--- src/rtl/alk_pkg.sv ---
// Shared definitions for the ALK micro-flag bank: flag op encodings and a
// constant-foldable ceil(log2) helper used to size selectors and counters.
package alk_pkg;

  typedef enum logic [2:0] {
    ALKF_HOLD  = 3'b000,
    ALKF_ADD   = 3'b001,
    ALKF_SUB   = 3'b010,
    ALKF_SHIFT = 3'b011,
    ALKF_CLR   = 3'b100,
    ALKF_SET   = 3'b101,
    ALKF_INV   = 3'b110,
    ALKF_HOLD2 = 3'b111
  } alk_op_e;

  // Smallest r with 2**r >= n (0 for n <= 1).
  function automatic int alk_clog2(input int n);
    int r;
    r = 0;
    for (int i = 0; i < 31; i++) begin
      if ((1 << i) < n) r = i + 1;
    end
    return r;
  endfunction

endpackage

--- src/rtl/alk_uflag_bank_if.sv ---
// Micro-op / status bundle between the ALU control decode and the flag bank.
// master = microcode/decode side, slave = the flag bank itself.
interface alk_uflag_bank_if
  import alk_pkg::*;
#(
  parameter int NFLAGS = 4,
  parameter int DEPTH  = 4
);
  localparam int SELW = (alk_clog2(NFLAGS) < 1) ? 1 : alk_clog2(NFLAGS);
  localparam int DW   = alk_clog2(DEPTH + 1);

  logic              long_lit_l;
  logic [SELW-1:0]   flag_sel_h;
  alk_op_e           op_h;
  logic              c32_in_h;
  logic              alu_sout_shr_h;
  logic              push_h;
  logic              pop_h;
  logic              clr_err_h;
  logic [NFLAGS-1:0] flags_h;
  logic              sel_flag_h;
  logic [DW-1:0]     stk_depth_h;
  logic              stk_ovf_h;
  logic              stk_unf_h;

  modport master (
    output long_lit_l, flag_sel_h, op_h, c32_in_h, alu_sout_shr_h,
           push_h, pop_h, clr_err_h,
    input  flags_h, sel_flag_h, stk_depth_h, stk_ovf_h, stk_unf_h
  );

  modport slave (
    input  long_lit_l, flag_sel_h, op_h, c32_in_h, alu_sout_shr_h,
           push_h, pop_h, clr_err_h,
    output flags_h, sel_flag_h, stk_depth_h, stk_ovf_h, stk_unf_h
  );

endinterface

--- src/rtl/alk_uflag_stack.sv ---
// Saturating LIFO for flag-vector save/restore. Simultaneous push and pop is
// a no-op; error outputs are single-cycle events, made sticky by the caller.
module alk_uflag_stack
  import alk_pkg::*;
#(
  parameter int WIDTH = 4,
  parameter int DEPTH = 4,
  localparam int DW   = alk_clog2(DEPTH + 1),
  localparam int AW   = (alk_clog2(DEPTH) < 1) ? 1 : alk_clog2(DEPTH)
) (
  input  logic             clk,
  input  logic             rst_n,
  input  logic             push,
  input  logic             pop,
  input  logic [WIDTH-1:0] wdata,
  output logic [WIDTH-1:0] top,
  output logic [DW-1:0]    depth,
  output logic             pop_ok,
  output logic             ovf_ev,
  output logic             unf_ev
);

  logic [DW-1:0]    depth_q, depth_d;
  logic [WIDTH-1:0] mem_q [DEPTH];
  logic             push_v, pop_v, full, empty, push_ok;

  // Qualify requests against occupancy and compute the next depth.
  always_comb begin
    // NOTE: every always_comb output gets a default first so no path can infer a latch.
    depth_d = depth_q;
    push_v  = push & ~pop;
    pop_v   = pop & ~push;
    full    = (depth_q == DW'(DEPTH));
    empty   = (depth_q == '0);
    push_ok = push_v & ~full;
    pop_ok  = pop_v & ~empty;
    ovf_ev  = push_v & full;
    unf_ev  = pop_v & empty;
    if (push_ok)     depth_d = depth_q + DW'(1);
    else if (pop_ok) depth_d = depth_q - DW'(1);
  end

  // Depth counter; reset empties the stack logically.
  always_ff @(posedge clk or negedge rst_n) begin
    // NOTE: sequential state uses non-blocking assignments so all flops sample pre-edge values.
    if (!rst_n) depth_q <= '0;
    else        depth_q <= depth_d;
  end

  // Entry storage, written at the current depth on an accepted push.
  // NOTE: contents are deliberately not reset; depth alone decides what is valid.
  always_ff @(posedge clk) begin
    if (push_ok) mem_q[AW'(depth_q)] <= wdata;
  end

  assign top   = mem_q[AW'(depth_q - DW'(1))];
  assign depth = depth_q;

endmodule

--- src/rtl/alk_uflag_bank.sv ---
// ALK micro-flag bank: NFLAGS independent carry/link flags with per-cycle
// single-flag ops, a save/restore stack and sticky stack-error flags.
module alk_uflag_bank
  import alk_pkg::*;
#(
  parameter int                NFLAGS    = 4,
  parameter int                DEPTH     = 4,
  parameter logic [NFLAGS-1:0] RESET_VAL = '0,
  localparam int SELW = (alk_clog2(NFLAGS) < 1) ? 1 : alk_clog2(NFLAGS),
  localparam int DW   = alk_clog2(DEPTH + 1)
) (
  input  logic           qdclk_l,
  input  logic           reset_l,
  alk_uflag_bank_if.slave bus
);

  logic [NFLAGS-1:0] flags_q, flags_d, base;
  logic              ovf_q, ovf_d, unf_q, unf_d;
  logic              en, sel_flag;
  logic [NFLAGS-1:0] stk_top;
  logic [DW-1:0]     stk_depth;
  logic              pop_ok, ovf_ev, unf_ev;

  assign en = bus.long_lit_l;

  alk_uflag_stack #(
    .WIDTH (NFLAGS),
    .DEPTH (DEPTH)
  ) u_stack (
    .clk    (qdclk_l),
    .rst_n  (reset_l),
    .push   (bus.push_h & en),
    .pop    (bus.pop_h & en),
    .wdata  (flags_q),
    .top    (stk_top),
    .depth  (stk_depth),
    .pop_ok (pop_ok),
    .ovf_ev (ovf_ev),
    .unf_ev (unf_ev)
  );

  // Pick the base vector (restored or current), apply the op to the selected
  // flag, and fold stack errors into the stickies with clear taking priority.
  always_comb begin
    base     = pop_ok ? stk_top : flags_q;
    flags_d  = base;
    sel_flag = 1'b0;
    for (int i = 0; i < NFLAGS; i++) begin
      if (SELW'(i) == bus.flag_sel_h) begin
        sel_flag = flags_q[i];
        if (en) begin
          case (bus.op_h)
            ALKF_ADD:   flags_d[i] = bus.c32_in_h;
            ALKF_SUB:   flags_d[i] = ~bus.c32_in_h;
            ALKF_SHIFT: flags_d[i] = bus.alu_sout_shr_h;
            ALKF_CLR:   flags_d[i] = 1'b0;
            ALKF_SET:   flags_d[i] = 1'b1;
            ALKF_INV:   flags_d[i] = ~base[i];
            default:    flags_d[i] = base[i];
          endcase
        end
      end
    end
    ovf_d = bus.clr_err_h ? 1'b0 : (ovf_q | ovf_ev);
    unf_d = bus.clr_err_h ? 1'b0 : (unf_q | unf_ev);
  end

  // Flag vector and sticky error registers.
  always_ff @(posedge qdclk_l or negedge reset_l) begin
    if (!reset_l) begin
      flags_q <= RESET_VAL;
      ovf_q   <= 1'b0;
      unf_q   <= 1'b0;
    end else begin
      flags_q <= flags_d;
      ovf_q   <= ovf_d;
      unf_q   <= unf_d;
    end
  end

  assign bus.flags_h     = flags_q;
  assign bus.sel_flag_h  = sel_flag;
  assign bus.stk_depth_h = stk_depth;
  assign bus.stk_ovf_h   = ovf_q;
  assign bus.stk_unf_h   = unf_q;

endmodule
--- src/flat_wrapper.sv ---
// flat-port wrapper written by rule: the top's interface ports become plain ports
module alk_uflag_bank_flat import alk_pkg::*;
#(
  parameter int                NFLAGS    = 4,
  parameter int                DEPTH     = 4,
  parameter logic [NFLAGS-1:0] RESET_VAL = '0,
  localparam int SELW = (alk_clog2(NFLAGS) < 1) ? 1 : alk_clog2(NFLAGS),
  localparam int DW   = alk_clog2(DEPTH + 1)
)
  (qdclk_l, reset_l, bus_long_lit_l, bus_flag_sel_h, bus_op_h, bus_c32_in_h, bus_alu_sout_shr_h, bus_push_h, bus_pop_h, bus_clr_err_h, bus_flags_h, bus_sel_flag_h, bus_stk_depth_h, bus_stk_ovf_h, bus_stk_unf_h);
  alk_uflag_bank_if #(.NFLAGS(NFLAGS), .DEPTH(DEPTH)) bus_i ();
  input  logic qdclk_l;
  input  logic reset_l;
  input wire logic [$bits(bus_i.long_lit_l)-1:0] bus_long_lit_l;
  input wire logic [$bits(bus_i.flag_sel_h)-1:0] bus_flag_sel_h;
  input wire logic [$bits(bus_i.op_h)-1:0] bus_op_h;
  input wire logic [$bits(bus_i.c32_in_h)-1:0] bus_c32_in_h;
  input wire logic [$bits(bus_i.alu_sout_shr_h)-1:0] bus_alu_sout_shr_h;
  input wire logic [$bits(bus_i.push_h)-1:0] bus_push_h;
  input wire logic [$bits(bus_i.pop_h)-1:0] bus_pop_h;
  input wire logic [$bits(bus_i.clr_err_h)-1:0] bus_clr_err_h;
  output wire logic [$bits(bus_i.flags_h)-1:0] bus_flags_h;
  output wire logic [$bits(bus_i.sel_flag_h)-1:0] bus_sel_flag_h;
  output wire logic [$bits(bus_i.stk_depth_h)-1:0] bus_stk_depth_h;
  output wire logic [$bits(bus_i.stk_ovf_h)-1:0] bus_stk_ovf_h;
  output wire logic [$bits(bus_i.stk_unf_h)-1:0] bus_stk_unf_h;
  assign bus_i.long_lit_l = bus_long_lit_l;
  assign bus_i.flag_sel_h = bus_flag_sel_h;
  assign bus_i.op_h = bus_op_h;
  assign bus_i.c32_in_h = bus_c32_in_h;
  assign bus_i.alu_sout_shr_h = bus_alu_sout_shr_h;
  assign bus_i.push_h = bus_push_h;
  assign bus_i.pop_h = bus_pop_h;
  assign bus_i.clr_err_h = bus_clr_err_h;
  assign bus_flags_h = bus_i.flags_h;
  assign bus_sel_flag_h = bus_i.sel_flag_h;
  assign bus_stk_depth_h = bus_i.stk_depth_h;
  assign bus_stk_ovf_h = bus_i.stk_ovf_h;
  assign bus_stk_unf_h = bus_i.stk_unf_h;
  alk_uflag_bank #(.NFLAGS(NFLAGS), .DEPTH(DEPTH), .RESET_VAL(RESET_VAL)) u_core (.qdclk_l(qdclk_l), .reset_l(reset_l), .bus(bus_i));
endmodule
--- config.mk ---
export PLATFORM = sky130hd
export DESIGN_NAME = alk_uflag_bank_flat
export DESIGN_NICKNAME = d
export VERILOG_FILES = /design/src/rtl/alk_pkg.sv /design/src/rtl/alk_uflag_bank_if.sv /design/src/rtl/alk_uflag_stack.sv /design/src/rtl/alk_uflag_bank.sv /design/src/flat_wrapper.sv
export SDC_FILE = /design/constraint.sdc
export NUM_CORES = 1
export LEC_CHECK = 0
export CORE_MARGIN = 2
export CORE_UTILIZATION = 40
export CTS_BUF_LIST = sky130_fd_sc_hd__clkbuf_4
export DETAILED_ROUTE_END_ITERATION = 8
export SLEW_MARGIN = 5
export SYNTH_ARGS = -nofsm -noshare
export SYNTH_HDL_FRONTEND = slang
export SYNTH_SLANG_ARGS = --single-unit
--- constraint.sdc ---
create_clock -name qdclk_l -period 2.5 [get_ports qdclk_l]
set_clock_uncertainty 0.05 [all_clocks]
set_input_delay 0.5 -clock qdclk_l [delete_from_list [all_inputs] [get_ports qdclk_l]]
set_output_delay 0.5 -clock qdclk_l [all_outputs]
set_load 0.01 [all_outputs]
* Yosys cells after proc, flatten, opt, wreduce, memory -nomap -nowiden *
Memories as Yosys holds them, arrays and structs flattened.
Cells that the tools add are included.

storage, ports and cells
  register bits = 9
  memory bits (writable) = 16
  input bits = 13
  output and inout port bits = 10
  logic and storage cells = 62
  memories kept = 1

memory list
  memory                words  width  read ports  clocked after memory_dff  write ports  line                   text
  u_core.u_stack.mem_q  4      4      1           0                         1            alk_uflag_stack.sv:24  logic [WIDTH-1:0] mem_q [DEPTH];

operators by class
  $add $sub $neg = 2
  eq/ne operators = 10
  mux-type cells = 23
  bitwise operators = 19
  reductions and logical operators = 3

operator list
  cell                                                                   count
  1-bit one-hot mux with 6 select lines                                  4
  1-bit 2-to-1 mux                                                       16
  3-bit equality test, second input constant                             4
  1-bit NOT                                                              9
  1-bit bitwise AND                                                      8
  3-bit by 2-bit equality test with 1-bit output, second input constant  2
  3-bit 2-to-1 mux                                                       2
  2-bit equality test, first input constant                              2
  4-bit 2-to-1 mux                                                       1
  3-bit by 1-bit adder with 3-bit output, second input constant          1
  3-bit by 1-bit equality test with 1-bit output, second input constant  1
  3-bit zero test                                                        1
  3-bit by 1-bit subtractor with 3-bit output, second input constant     1
  1-bit by 2-bit equality test with 1-bit output, first input constant   1
  2-bit zero test                                                        1
  1-bit OR                                                               2
  2-bit nonzero test                                                     1

* Logic depth before layout (Yosys ltp) *
Gate-level depths: netlist of run 1.

  depth in word-level cells = 9
  depth in mapped cells = 8
  depth with buffers taken out = 6

* By module *
From an unflattened synthesis of run 1, not the netlist that was laid out.

unflattened totals
  cells, all modules = 120
  area total of the unflattened synthesis = 1,442.6 um2

modules (own cells, without submodules)
  module           instances  cells an instance  area an instance (um2)  seq. area each (um2)
  alk_uflag_stack  1          61                 902.1                   555.5
  alk_uflag_bank   1          59                 540.5                   150.1

* Worst setup path before layout of run 1 *
No wires, ideal clock.

  path type = register to register
  start = register u_core.u_stack.depth_q[0] (netlist: u_core.u_stack.depth[0])
  end = register u_core.flags_q[3] (netlist: u_core.bus.flags_h[3])
  arrival time = 1.981 ns
  path slack = 0.387 ns
  cell stages (with the launch flop) = 8
  buffers on the path = 1
  clock period less this slack = 2.113 ns
  cell sequence = dfrtp_1 buf_6 inv_1 ha_1 mux4_2 and3_4 a2111o_1 a31oi_1

on the way
  longest elaborated chain between the ends = 8

RTL lines
  item                                                                      line                   text
  start: declaration                                                        alk_uflag_stack.sv:23  logic [DW-1:0] depth_q, depth_d;
  start signal: assignment                                                  alk_uflag_stack.sv:47  else depth_q <= depth_d;
  parallel branches: the longest is 3 deep, another holds memory 4 x 4 bit  -
  4-bit 2-to-1 mux (*)                                                      alk_uflag_bank.sv:45   base = pop_ok ? stk_top : flags_q;
  1-bit NOT                                                                 alk_uflag_bank.sv:58   ALKF_INV: flags_d[i] = ~base[i];
  1-bit one-hot mux with 6 select lines                                     alk_uflag_bank.sv:52   case (bus.op_h)
  1-bit 2-to-1 mux                                                          alk_uflag_bank.sv:51   if (en) begin
  1-bit 2-to-1 mux (*)                                                      alk_uflag_bank.sv:49   if (SELW'(i) == bus.flag_sel_h) begin
  net u_core.flags_d[3]                                                     alk_uflag_bank.sv:17   logic [NFLAGS-1:0] flags_q, flags_d, base;
  end signal: assignment                                                    alk_uflag_bank.sv:75   flags_q <= flags_d;
  end: declaration                                                          alk_uflag_bank.sv:17

Mark *: on every way through the listed nets, which the timed path passes.
A chain may end at the register's enable or synchronous reset.

* Worst setup path in the final report of run 1 *
  start = input bus_flag_sel_h[0]
  end = output bus_sel_flag_h

on the way
  longest elaborated chain between the ends = 5

RTL lines
  item                           line                  text
  start: declaration             flat_wrapper.sv:15    input wire logic [$bits(bus_i.flag_sel_h)-1:0] bus_flag_sel_h;
  2-bit zero test                alk_uflag_bank.sv:49
  1-bit 2-to-1 mux (3 in a row)  alk_uflag_bank.sv:49
  1-bit 2-to-1 mux (*)           alk_uflag_bank.sv:49
  end: declaration               flat_wrapper.sv:23    output wire logic [$bits(bus_i.sel_flag_h)-1:0] bus_sel_flag_h;

Every way passes the cells marked *; elsewhere a longest branch is shown, timed or not.

==> results of run 1 <==
-- logic make-up after synthesis --
| logic type | count (synthesis) | share of synthesized area [%] |
|---|---|---|
| and+or+nand+nor | 29 | 14.48 |
| DFF | 25 | 54.81 |
| AOI/OAI and AO/OA | 21 | 11.95 |
| buffers and inverters | 8 | 3.012 |
| muxes | 6 | 9.524 |
| adders and majority gates | 5 | 4.859 |
| xor gates and xnor gates | 2 | 1.361 |
-- flip-flops by register name (all words and copies together), names as in the netlist --
signal / count
u_core.u_stack.depth: 3
u_core.u_stack.mem_q: 16
u_core.bus.stk_unf_h: 1
u_core.bus.flags_h: 4
u_core.bus.stk_ovf_h: 1
-- worst reg2reg max path, stage by stage, from the launching register on --
cell	delay [ns]
dfrtp_1	0.44
inv_1	0.11
ha_1	0.45
mux4_2	0.37
and3_4	0.20
a2111o_1	0.37
a31oi_1	0.16
-- per-stage QoR --
stage / util [%] / hold slack (ns) / setup TNS, ns / instances
after floorplan: - / 0.1544 / 0 / 96
after global placement: 51.64 / 0.4322 / -0.1166 / 163
after detailed placement: 51.64 / 0.4591 / -0.1250 / 163
after CTS: 52.50 / 0.4437 / 0 / 167
after global routing: 52.50 / 0.4418 / 0 / 167
final: 52.50 / 0.4423 / 0 / 167
-- area by class of cell --
cell class	instances	share of cell area, %
timing repair buffer	27	16.00
clock buffer	3	1.405
tap	44	3.435
sequential	25	44.03
inverter	4	0.9368
clock inverter	1	0.3123
multi-input combinational	63	33.88
-- power breakdown --
group	switching, mW	total (mW)	internal, mW
combinational	0.308	0.659	0.351
sequential	0.0719	0.621	0.550
clock	0.113	0.172	0.0596
total	0.492	1.45	0.961
-- routing by layer --
layer	global-route usage [%]	part of all wire, %	vias up
met3	1.919	3.6	4
met2	22.73	47	27
li1	-	-	431
met5	0	0	-
met4	7.453	2.0	0
met1	21.07	47	424
-- worst max-delay path by stage --
stage	startpoint	endpoint	slack, ns	depth (start not counted)
floorplan	u_core.u_stack.depth[0]	u_core.bus.flags_h[3]	0.39	7
global placement	bus_flag_sel_h[0]	bus_sel_flag_h	-0.12	3
detailed placement	bus_flag_sel_h[0]	bus_sel_flag_h	-0.13	3
CTS	bus_flag_sel_h[0]	bus_sel_flag_h	0.07	3
global route	bus_flag_sel_h[0]	bus_sel_flag_h	0.04	3
finish	bus_flag_sel_h[0]	bus_sel_flag_h	0.08	3
-- cells in the final DEF, fill, tap and decap left out, types with 5 or more instances in the layout --
master / Yosys / final
a31oi_1: 6 / 6
buf_4: 0 / 5
clkdlybuf4s50_1: 0 / 21
dfrtp_1: 9 / 9
edfxtp_1: 16 / 16
ha_1: 5 / 5
mux4_2: 5 / 5
nor3_1: 6 / 6
==> metrics.txt, run 1 <==
status complete, no violations; die area 0.003689 mm2; Reg clk slew, reported paths 0.14 ns; Hold-fix buffers, CTS 0; crit share post-route a little over nine tenths; family with the most delay on the worst path buffers and inverters; leak pwr just under 0.6 nW; fin nets between 100 and 150; synth-to-layout area growth 24.49%; GPL Wtd Cong just under 0.8; final WL around 2.5 mm; Routed wire per std cell 14.69 um; Buf/Inv on CP 2; Max Freq between 400 and 500 MHz; number of remaining DRC errors 0; Setup Crit Path Kind input port to primary output; TritonCTS Sinks 25; Vias/cell between 5 and 6; critical path endpoint category primary output; initial antenna violation count 0; crit path cell chain clkdlybuf4s50_1 -> mux4_2 -> dlygate4sd2_1; CP max stage cell clkdlybuf4s50_1; Skew-Pair Late Insertion Delay a little over 0.3 ns; DRT Pass-1 Iters 4; top-count cell post-synth edfxtp_1; top cell type's share of synthesized area approximately 37%; height of the die between 60 and 70 um; Arr. time, crit path 1.87 ns; Worst EP required about 2.0 ns; Starting Density between 40% and 50%; Worst VDD drop 374.8 uV; Ys Warns 0; Gate Count Post-Synth 96; most instantiated cells after synthesis edfxtp_1 (16), dfrtp_1 (9), a31oi_1 (6), nor3_1 (6); CP peak stage delay between 0.5 and 0.6 ns; total track usage 14.92%; CTS Buf Count 3; worst setup margin approximately 0.080 ns; Overflow after GRT 0; setup slack, reg-to-reg ~0.25 ns; Slew Limit Fails 0; Ant. Diodes 0; Syn Area/Cell 13.41 um2; post-DP HPWL about 1.9 mm; Power Density ~910 mW/mm2; core area 0.003053 mm2; Tmin final around 2.4 ns; Port-buffer cells 22; Final ANT Viol Nets 0; area leader, netlist edfxtp_1; number of synthesized flops with an enable pin 16; Area after DPL around 0.0016 mm2; Resize count post-CTS 1; final instance area around 0.0016 mm2; Final Hold Fails 0; Main synth FF type edfxtp_1; Async S/R FF share, synth 36.00%; synth top area cells edfxtp_1 (37%), dfrtp_1 (17%), mux4_2 (8.7%); post-place setup slack -0.1250 ns; first-pass GRT wire length between 3 and 4 mm; row cnt 20; fraction of layout cells with a size suffix above 1 around 15%; worst-path fanout max 5; clock buffer depth 2; Yosys reg bits 25; area of the multi-input gates roughly 540 um2; Final Power roughly 1.5 mW; DRT iter0 DRCs 23; H-tree depth reported by CTS 1; I/O pin cnt 23; FF+latch area approximately 710 um2; FF-to-FF path depth 6; r2r startpoint u_core.u_stack.depth[1]; reg-to-reg endpoint u_core.bus.flags_h[3]; HP Class input port to asynchronous set/reset pin; Setup crit start kind input port; sequential area share after synthesis between 50% and 60%; vias in the first global route 819; Post-CTS Setup Repair Bufs 0; relative slew slack 68.52%; syn nets around 110; synthesized area 0.001287 mm2; Worst Tran Pin Value around 0.47 ns; die width about 61 um; largest net degree at the start of global routing 15; maxcap violations 0; CTS tree built; Fillers between 200 and 300; via count between 800 and 900; RSZ-0062 raised after global routing no; Synth cell types 29; final setup vio count 0; clock root buffer clkbuf_4
Note: power is estimated with default switching activity, not from simulation.
==> run 2, diff against run 1 <==
- CAP_MARGIN: default -> 30
- CORE_MARGIN: 2 -> default
- clock period: 2.5 -> 2.7 ns (I/O delays scaled with it)
==> metrics.txt, run 2 (same netlist as run 1, synthesis figures left out) <==
Skew-Pair Late Insertion Delay 0.32 ns; Overflow after GRT 0; HP Class input port to asynchronous set/reset pin; synth-to-layout area growth 23.52%; Fillers 287; FF+latch area between 700 and 800 um2; Worst Tran Pin Value between 0.4 and 0.5 ns; critical path endpoint category primary output; sequential share of power between 40% and 50%; H-tree depth reported by CTS 1; TritonCTS Sinks 25; Reg with most FFs u_core.u_stack.mem_q; worst-path fanout max 5; Slew Limit Fails 0; Buf/Inv on CP 2; post-DP HPWL around 1.9 mm; Vias/cell 5.412; Sum Neg Setup Slack 0 ns; first-pass GRT wire length between 4 and 5 mm; Routed wire per std cell approximately 15 um; number of remaining DRC errors 0; Setup Crit Path Kind input port to primary output; Resize count post-CTS 1; Worst EP required between 2 and 2.5 ns; final instance area about 0.0016 mm2; crit share post-route between 90% and 100%; Area after DPL ~0.0016 mm2; clock buffer depth 2; Reg clk slew, reported paths between 0.1 and 0.15 ns; max FFs per register 16; DRT iter0 DRCs 21; relative slew slack 69.06%; fin nets 140; core area between 0.003 and 0.004 mm2; RSZ-0062 raised after global routing no; Tmin final around 2.5 ns; leak pwr between 0.5 and 0.6 nW; final setup vio count 0; CTS Buf Count 3; vias in the first global route between 800 and 900; DRT Pass-1 Iters 4; height of the die between 50 and 60 um; Switching Power ~0.46 mW; die area around 0.0034 mm2; most frequent cells in the layout clkdlybuf4s50_1 (21), edfxtp_1 (16), dfrtp_1 (9); CP max stage cell clkdlybuf4s50_1; maxcap violations 0; Final ANT Viol Nets 0; Port-buffer cells 22; family with the most delay on the worst path buffers and inverters; Post-CTS Setup Repair Bufs 0; worst setup margin 0.2212 ns; CP peak stage delay roughly 0.53 ns; CTS tree built; most common cell after layout, fill and taps aside clkdlybuf4s50_1; I/O pin cnt 23; Final Hold Fails 0; GPL Wtd Cong slightly below 0.8; WP depth 3; Clock power frac around 13%; total track usage between 10% and 20%; Global Route met3 Usage about 2.6%; crit-path most repeated cell clkdlybuf4s50_1; Power Density approximately 850 mW/mm2; status complete, no violations; clock root buffer clkbuf_4; fraction of layout cells with a size suffix above 1 around an eighth; Max Freq 403.4 MHz; Int Pwr around 0.9 mW; global routing usage on met1 about 22%; row cnt 20; post-place setup slack -0.01038 ns; Hold-fix buffers, CTS 0; crit path cell chain clkdlybuf4s50_1 -> mux4_2 -> clkdlybuf4s50_1; Worst VDD drop approximately 380 uV; via count ~890; Ant. Diodes 0; met2 Track Usage GR a little over a quarter; Starting Density a little over two fifths; final WL around 2.5 mm; most used routing layer met2; FF-to-FF path depth 6; largest net degree at the start of global routing 14; die width approximately 59 um; Setup crit start kind input port; Arr. time, crit path between 1.5 and 2 ns; area of the multi-input gates roughly 540 um2; Logic pwr share a little over two fifths; initial antenna violation count 0; Final Power between 1 and 1.5 mW; Switching Fraction approximately a third
-- run 2: power groups by stage --
stage,Clock [mW],Sequential [mW],Combinational [mW]
after floorplan,0,0.612,0.331
after global placement,0,0.593,0.586
after detailed placement,0,0.597,0.597
after CTS,0.180,0.588,0.600
after global routing,0.199,0.601,0.655
final,0.174,0.588,0.591
-- run 2: worst paths after layout --
check / start / end / slack [ns]
max: bus_flag_sel_h[1] / bus_sel_flag_h / 0.22
min: reset_l / u_core.u_stack.depth[0] / 0.47
max reg2reg: u_core.u_stack.depth[1] / u_core.bus.flags_h[1] / 0.49
min reg2reg: u_core.bus.stk_unf_h / u_core.bus.stk_unf_h / 0.47
max in group asynchronous: reset_l / u_core.bus.flags_h[0] / 1.81
min in group qdclk_l: u_core.bus.stk_unf_h / u_core.bus.stk_unf_h / 0.47
-- run 2: area by class of cell --
type | count | share of cell area (%)
clock buffers | 4 | 1.888
inverters | 4 | 0.9441
well taps | 44 | 3.462
flip-flops and latches | 25 | 44.37
multi-input cells | 63 | 34.15
repair buffers | 25 | 15.18
-- run 2: through the flow --
stage	util (%)	hold WS, ns	std cells
after global placement	51.15	0.4329	161
after global routing	52.09	0.4728	165
final	52.09	0.4699	165
after detailed placement	51.15	0.4466	161
after floorplan	-	0.1944	96
after CTS	52.09	0.4750	165
-- run 2: metal layers --
metal,vias to the layer above,routed length [um]
li1,425,-
met1,437,1164
met2,26,1188
met3,5,92
met4,0,51
met5,-,0
==> run 3, diff against run 2 <==
- CORE_UTILIZATION: 40 -> 49
- PLACE_DENSITY: default -> 0.75
==> metrics.txt, run 3 (same netlist as run 1, synthesis figures left out) <==
post-DP HPWL 1.857 mm; max FFs per register 16; CTS Buf Count 3; CP peak stage delay roughly 0.5 ns; Setup crit start kind input port; leak pwr 0.5862 nW; row cnt 18; worst-path fanout max 2; via count 886; Worst EP required 2.11 ns; Starting Density between 50% and 60%; final setup vio count 0; synth-to-layout area growth 22.64%; Reg clk slew, reported paths 0.13 ns; most frequent cells in the layout clkdlybuf4s50_1 (22), edfxtp_1 (16), dfrtp_1 (9); Resize count post-CTS 0; Arr. time, crit path 2.03 ns; Sum Neg Setup Slack 0 ns; Ant. Diodes 0; HP Class flip-flop to flip-flop; crit share post-route 97.03%; FF+latch area between 700 and 800 um2; core area ~0.0025 mm2; Final Hold Fails 0; placed cells between 100 and 150; initial antenna violation count 0; number of remaining DRC errors 0; H-tree depth reported by CTS 1; critical path endpoint category primary output; GPL Wtd Cong approximately 0.80; largest net degree at the start of global routing 15; maxcap violations 0; Port-buffer cells 22; relative slew slack 69.39%; TritonCTS Sinks 25; DRT Pass-1 Iters 4; clock root buffer clkbuf_4; Post-CTS Setup Repair Bufs 0; Slew Limit Fails 0; final instance area 0.001579 mm2; clock buffer depth 2; Vias/cell around 6; Tmin final roughly 2.6 ns; vias in the first global route 859; Overflow after GRT 0; CP max stage cell mux4_2; hold path cells 2; most common cell after layout, fill and taps aside clkdlybuf4s50_1; RSZ-0062 raised after global routing no; die width around 53 um; first-pass GRT wire length ~3.9 mm; I/O pin cnt 23; CTS tree built; crit path cell chain clkdlybuf4s50_1 -> mux4_2 -> clkdlybuf4s50_1; area of the multi-input gates ~540 um2; r2r startpoint u_core.u_stack.depth[1]; Hold-fix buffers, CTS 0; Final ANT Viol Nets 0; final WL between 2 and 2.5 mm; status complete, no violations; launch point of the critical path bus_flag_sel_h[0]; FF-to-FF path depth 6; Worst VDD drop about 500 uV; Hold Path Origin u_core.bus.stk_unf_h; crit-path most repeated cell clkdlybuf4s50_1; Area after DPL about 0.0016 mm2; fraction of layout cells with a size suffix above 1 between 10% and 20%; Max Freq ~380 MHz; die area 0.002837 mm2; height of the die between 50 and 60 um; DRT iter0 DRCs 15; total track usage between 15 and 20%; Fillers between 200 and 250; fin cells about 150; Reg with most FFs u_core.u_stack.mem_q; Worst Tran Pin Value 0.4577 ns; fin nets ~140; Setup Crit Path Kind input port to primary output; Power Density 848.4 mW/mm2; Skew-Pair Late Insertion Delay 0.31 ns; Routed wire per std cell 15.80 um
## run 3: final cells by class
cell class	instances	share of cell area, %
clock inverter	1	0.3170
tap	30	2.377
timing repair buffer	26	15.85
inverter	4	0.9509
multi-input combinational	63	34.39
clock buffer	3	1.426
sequential	25	44.69
## run 3: per-stage QoR
| stage | total power [mW] | worst slack (ns) | util (%) | hold WS (ns) |
|---|---|---|---|---|
| 2_1_floorplan | 0.9434 | 0.5875 | - | 0.1944 |
| 3_3_place_gp | 1.171 | 0.08389 | 62.63 | 0.4306 |
| 3_5_place_dp | 1.185 | 0.08165 | 62.63 | 0.4490 |
| 4_1_cts | 1.355 | 0.07466 | 63.74 | 0.4706 |
| 5_1_grt | 1.429 | 0.02858 | 63.74 | 0.4751 |
| 6_report | 1.340 | 0.08013 | 63.74 | 0.4711 |
## run 3: final timing paths
kind / to / slack (ns)
min in group asynchronous: u_core.u_stack.depth[0] / 0.48
setup reg to reg: u_core.bus.flags_h[0] / 0.53
setup / recovery: bus_sel_flag_h / 0.08
hold / removal: u_core.bus.stk_unf_h / 0.47
hold reg to reg: u_core.bus.stk_unf_h / 0.47
max in group asynchronous: u_core.bus.flags_h[3] / 1.81
## run 3: worst max-delay path, delay by kind of cell
| family | cells | cell delay [ns] |
|---|---|---|
| mux | 1 | 0.50 |
| buf+inv | 2 | 0.98 |
## run 3: where the power goes
| group | total (mW) | switching, mW | internal (mW) |
|---|---|---|---|
| Combinational | 0.589 | 0.266 | 0.323 |
| Clock | 0.161 | 0.106 | 0.0553 |
| Sequential | 0.590 | 0.0810 | 0.509 |
| Total | 1.34 | 0.453 | 0.887 |
## run 3: layer usage
layer  vias up  routed length, um  track usage (%)
li1        428                  -                -
met1       431               1096            25.92
met2        23               1181            32.92
met3         4                 71            1.724
met4         0                 53            9.649
met5         -                  0                0
